### src/rtl/sda_kernel_ctrl_multi.sv
// Kernel control/status register window and run sequencer for a group of action
// cores sharing one kernel slave: ap_ctrl run semantics mapped onto per-channel go/done handshakes.
module sda_kernel_ctrl_multi #(
  parameter int                    ADDR_WIDTH   = 12,
  parameter int                    NUM_CHANNELS = 4,
  parameter logic [ADDR_WIDTH-1:0] BASE_ADDR    = '0
) (
  input  logic                    clk,
  input  logic                    reset,
  input  logic                    reg_req,
  output logic                    reg_ack,
  input  logic                    reg_write_en,
  input  logic [ADDR_WIDTH-1:0]   reg_addr,
  input  logic [31:0]             reg_wdata,
  input  logic [3:0]              reg_wstrb,
  output logic [31:0]             reg_rdata,
  output logic [NUM_CHANNELS-1:0] go_valid,
  input  logic [NUM_CHANNELS-1:0] go_stop,
  input  logic [NUM_CHANNELS-1:0] done_valid,
  output logic [NUM_CHANNELS-1:0] done_stop,
  output logic                    interrupt
);

  typedef enum logic [1:0] {IDLE, GO, RUN, DONE} state_t;

  state_t state, state_next;

  logic                    ap_start, ap_done, ap_idle, ap_ready, auto_restart;
  logic                    gie;
  logic [1:0]              ier, isr, isr_set, isr_toggle;
  logic [31:0]             run_count, last_cycles, cycle_cnt, rd_data;
  logic [NUM_CHANNELS-1:0] go_taken, done_taken, go_fire, done_fire;
  logic                    hit, byte0_wr, ctrl_rd, start_req;
  logic                    all_go, all_done, enter_go, enter_run;
  logic [2:0]              offset;
  logic                    unused_bits;

  assign hit       = reg_req && (reg_addr[ADDR_WIDTH-1:5] == BASE_ADDR[ADDR_WIDTH-1:5]);
  assign offset    = reg_addr[4:2];
  assign byte0_wr  = hit && reg_write_en && reg_wstrb[0];
  assign ctrl_rd   = hit && !reg_write_en && (offset == 3'd0);
  assign start_req = byte0_wr && (offset == 3'd0) && reg_wdata[0];

  assign unused_bits = ^{reg_addr[1:0], reg_wdata[31:8], reg_wdata[6:2], reg_wstrb[3:1]};

  // A core may only hand back done once its go has been taken and until that done is taken.
  assign go_valid  = (state == GO) ? ~go_taken : '0;
  assign done_stop = ~(go_taken & ~done_taken);
  assign go_fire   = go_valid & ~go_stop;
  assign done_fire = done_valid & ~done_stop;

  assign all_go    = &(go_taken | go_fire);
  assign all_done  = &(done_taken | done_fire);
  assign enter_run = (state == GO) && all_go;
  assign enter_go  = ((state == IDLE) && start_req) || ((state == DONE) && auto_restart);

  assign isr_set    = {enter_run && ier[1], (state == DONE) && ier[0]};
  assign isr_toggle = (byte0_wr && (offset == 3'd3)) ? reg_wdata[1:0] : 2'b00;

  always_comb begin
    rd_data = '0;
    unique case (offset)
      3'd0:    rd_data = {24'd0, auto_restart, 3'd0, ap_ready, ap_idle, ap_done, ap_start};
      3'd1:    rd_data = {31'd0, gie};
      3'd2:    rd_data = {30'd0, ier};
      3'd3:    rd_data = {30'd0, isr};
      3'd4:    rd_data = run_count;
      3'd5:    rd_data = last_cycles;
      default: rd_data = '0;
    endcase
  end

  always_ff @(posedge clk) begin
    if (reset) state <= IDLE;
    else       state <= state_next;
  end

  always_comb begin
    state_next = state;
    unique case (state)
      IDLE:    if (start_req) state_next = GO;
      GO:      if (all_go) state_next = RUN;
      RUN:     if (all_done) state_next = DONE;
      DONE:    state_next = auto_restart ? GO : IDLE;
      default: state_next = IDLE;
    endcase
  end

  // Hardware set events take priority over clear-on-read and host toggles.
  always_ff @(posedge clk) begin
    if (reset) begin
      reg_ack      <= 1'b0;
      reg_rdata    <= '0;
      interrupt    <= 1'b0;
      ap_start     <= 1'b0;
      ap_done      <= 1'b0;
      ap_idle      <= 1'b1;
      ap_ready     <= 1'b0;
      auto_restart <= 1'b0;
      gie          <= 1'b0;
      ier          <= '0;
      isr          <= '0;
      run_count    <= '0;
      last_cycles  <= '0;
      cycle_cnt    <= '0;
      go_taken     <= '0;
      done_taken   <= '0;
    end else begin
      reg_ack   <= hit;
      reg_rdata <= (hit && !reg_write_en) ? rd_data : '0;
      interrupt <= gie && |(isr & ier);
      isr       <= (isr ^ isr_toggle) | isr_set;

      if (byte0_wr && (offset == 3'd0)) auto_restart <= reg_wdata[7];
      if (byte0_wr && (offset == 3'd1)) gie          <= reg_wdata[0];
      if (byte0_wr && (offset == 3'd2)) ier          <= reg_wdata[1:0];

      if ((state == GO) || (state == RUN)) begin
        go_taken   <= go_taken | go_fire;
        done_taken <= done_taken | done_fire;
        if (cycle_cnt != '1) cycle_cnt <= cycle_cnt + 32'd1;
      end

      if (enter_run) begin
        ap_start <= 1'b0;
        ap_ready <= 1'b1;
      end else if (ctrl_rd) begin
        ap_ready <= 1'b0;
      end

      if (state == DONE) begin
        ap_done     <= 1'b1;
        run_count   <= run_count + 32'd1;
        last_cycles <= cycle_cnt;
        if (!auto_restart) ap_idle <= 1'b1;
      end else if (ctrl_rd) begin
        ap_done <= 1'b0;
      end

      if (enter_go) begin
        ap_start   <= 1'b1;
        ap_idle    <= 1'b0;
        cycle_cnt  <= '0;
        go_taken   <= '0;
        done_taken <= '0;
      end
    end
  end

endmodule
### config.mk
export PLATFORM = sky130hd
export DESIGN_NAME = sda_kernel_ctrl_multi
export DESIGN_NICKNAME = d
export VERILOG_FILES = /design/src/rtl/sda_kernel_ctrl_multi.sv
export SDC_FILE = /design/constraint.sdc
export NUM_CORES = 1
export LEC_CHECK = 0
export ABC_AREA = 1
export CORE_MARGIN = 2
export CORE_UTILIZATION = 40
export CTS_BUF_LIST = sky130_fd_sc_hd__clkbuf_16
export CTS_CLUSTER_DIAMETER = 150
export DETAILED_ROUTE_END_ITERATION = 10
export HOLD_SLACK_MARGIN = 0.1
export PLACE_DENSITY = 0.72
export REMOVE_ABC_BUFFERS = 1
export SETUP_SLACK_MARGIN = 0.2
export SLEW_MARGIN = 40
export SYNTH_ARGS = -nofsm -noshare
export SYNTH_HDL_FRONTEND = slang
export SYNTH_SLANG_ARGS = --single-unit
### constraint.sdc
create_clock -name clk -period 3.75 [get_ports clk]
set_input_delay 0.9375 -clock clk [delete_from_list [all_inputs] [get_ports clk]]
set_output_delay 0.9375 -clock clk [all_outputs]
set_load 0.05 [all_outputs]
==> flow_metrics.py <==
metrics = {
    "status": {
        "status": "complete, no violations",
    },
    "clocking": {
        "hold_buffers": 0,
        "cts.htree.levels": 4,
        "cts_buffers": 17,
        "clock_path_buffers": 2,
        "post_cts_buffers": 0,
        "cts_tree": "done",
        "clock_latency_ps": 430,
        "post_cts_resized": 0,
        "clkSinkCount": 150,
        "clkTransAtPathRegs_ps": 60,
        "clockRootBuffer": "clkbuf_16",
    },
    "route": {
        "drtIter0Drc": 544,
        "num_vias": 6501,
        "drc": 0,
        "first_pass_iters": 6,
        "vias_per_cell": 4.98,
        "wl_um": 17000,
        "detail_route.wl_per_cell_um": 13.0,
        "ant_nets": 0,
    },
    "timing": {
        "fmax_mhz": 304,
        "relSlewSlack": 0.552,
        "holdWs_ps": 461,
        "finalWorstSetupSlack_ps": 459,
        "skew_ps": 4.74,
        "tns_ps": 0,
        "period_minus_slack_ps": 3290,
        "final_max_slew_viol_count": 0,
        "rsz0062_at_grt": "no",
        "setup_viol": 0,
        "tightest_slew_ps": 671,
        "hold_viol_final": 0,
        "fin_crit_sh": 0.878,
    },
    "critical_path": {
        "critPathKind": "register to output port",
        "cp.required_ps": 2810,
        "endpoint_kind": "output port",
        "r2r_slack_ps": 1320,
        "cp_slowest_cell": "clkdlybuf4s50_1",
        "cp_num_buf_inv": 3,
        "path_max_fanout": 10,
        "critPathTopFamily": "buffers and inverters",
        "cp_data_arrival_time_ps": 2350,
        "cp-start-kind": "register",
        "cp_common_cell": "inv_1",
        "path_cells": "inv_1 -> ha_1 -> inv_1 -> nor2_1 -> clkdlybuf4s50_1",
        "cpPeakStageDelay_ps": 820,
    },
    "logic_synthesis": {
        "netlist.area_leader.share": 0.432,
        "syn_area_per_cell_sq_um": 6.87,
        "synth_warnings": 0,
        "synth_top_cell_by_area": "dfxtp_1",
        "synth-seq-cells": 150,
        "syn_area_sq_um": 6950,
        "syn_inst": 1012,
        "synth_cell_types": 38,
        "synth_area_leaders": "dfxtp_1 (43%), nand2_1 (15%), nor2_1 (8.8%), a21oi_1 (6.9%), inv_1 (4.3%)",
        "ys_seq_area_frac": 0.432,
    },
    "layout": {
        "num_antenna_cells": 0,
        "final_common_cell": "nand2_1",
        "fin_util": 0.488,
        "stdcell_count": 1305,
        "final_cell_area_sq_um": 8350,
        "area_growth_pct": 20.1,
        "mostFrequentLayoutCells": "nand2_1 (285), nor2_1 (163), dfxtp_1 (150)",
        "layout.nets": 1134,
        "drive_gt1_frac": 0.0639,
        "fillers": 1682,
    },
    "floorplanning": {
        "core_sq_um": 17100,
        "dieArea_sq_um": 18400,
        "num_rows": 48,
        "io_pins": 102,
        "start_util": 0.406,
        "fp.dieW_um": 136,
        "die_y_um": 136,
    },
    "placement": {
        "port-buffer-count": 67,
        "place_congestion": 0.895,
        "place_area_sq_um": 7760,
        "placed_cells": 1274,
        "place_ws_ps": 720,
        "dp_hpwl_um": 11900,
    },
    "power_and_ir_drop": {
        "cellPowerDensity_nw_per_um2": 455,
        "cellLeakagePower_nw": 3.07,
        "irDropWorstVdd_v": 0.000304,
        "finalPower_mw": 3.80,
    },
    "grt": {
        "grt-ovfl-total": 0,
        "antenna_found_initial": 0,
        "grt_pass1_vias": 5941,
        "grt_use_total": 0.192,
        "grt_pass1_wl_um": 28100,
        "grt_max_degree": 53,
    },
    "min_path": {
        "hold_class": "register to register",
    },
    "flow_run": {
        "drv_cap": 0,
    },
}
cell type report:
class | count | area [sq um] | area share
clock buffers | 17 | 425 | 0.0510
clock inverters | 14 | 161 | 0.0193
inverters | 84 | 315 | 0.0378
multi-input cells | 741 | 3440 | 0.412
flip-flops and latches | 150 | 3000 | 0.360
well taps | 225 | 282 | 0.0337
repair buffers | 74 | 723 | 0.0867
kinds of logic (layout without fill, tap and decap cells):
| kind of cell | count (synthesis) | after routing | share of synthesized area |
|---|---|---|---|
| AO/OA/AOI/OAI | 181 | 181 | 0.142 |
| XOR/XNOR | 16 | 16 | 0.0202 |
| adder cells (fa/ha/maj) | 6 | 6 | 0.0108 |
| buffers and inverters | 121 | 189 | 0.0743 |
| flip-flops | 150 | 150 | 0.432 |
| AND/OR/NAND/NOR | 538 | 538 | 0.321 |
power breakdown:
group          internal (mW)  total [mW]  switching, mW
Combinational          0.118       0.407          0.288
Sequential              1.64        1.68         0.0370
Clock                   1.04        1.71          0.672
synth_stat cells, drive strengths merged:
cell type  number
a22oi           1
inv            83
nor3           12
a211oi          4
nand2         293
nor3b           1
buf            14
dfxtp         150
o21a            2
nor2          169
and3            1
nand3b         12
a31oi           9
o22ai           4
xnor2           1
or2             2
xor2           15
ha              6
o21ai          52
clkbuf         23
nand4           6
clkinv          1
o21bai          1
nand3          42
a21oi         106
o211ai          2
registers in the layout, indices dropped and copies added (netlist names), 2 cells and up:
signal	cells
run_count	32
isr	2
done_taken	4
cycle_cnt	32
reg_rdata	32
ier	2
state	2
go_taken	4
last_cycles	32
final timing paths:
| check | from | end | cells after the start |
|---|---|---|---|
| worst max-delay path | state[1] | go_valid[3] | 5 |
| worst min-delay path | last_cycles[29] | reg_rdata[29] | 2 |
| worst max register to register | state[1] | cycle_cnt[23] | 8 |
| worst min register to register | last_cycles[29] | reg_rdata[29] | 2 |
metal layers:
| layer | track usage | routed length [um] |
|---|---|---|
| met5 | 0 | 0 |
| met1 | 0.249 | 8060 |
| met4 | 0.0758 | 367 |
| met3 | 0.0291 | 653 |
| met2 | 0.319 | 7900 |
worst register-to-register path: cells and delay by family, from the launching register on:
family,cells,cell delay (ps)
DFF,1,410
buffers and inverters,2,620
adders and majority gates,1,630
and+or+nand+nor,5,700
Power figures use the tool's default switching activity.
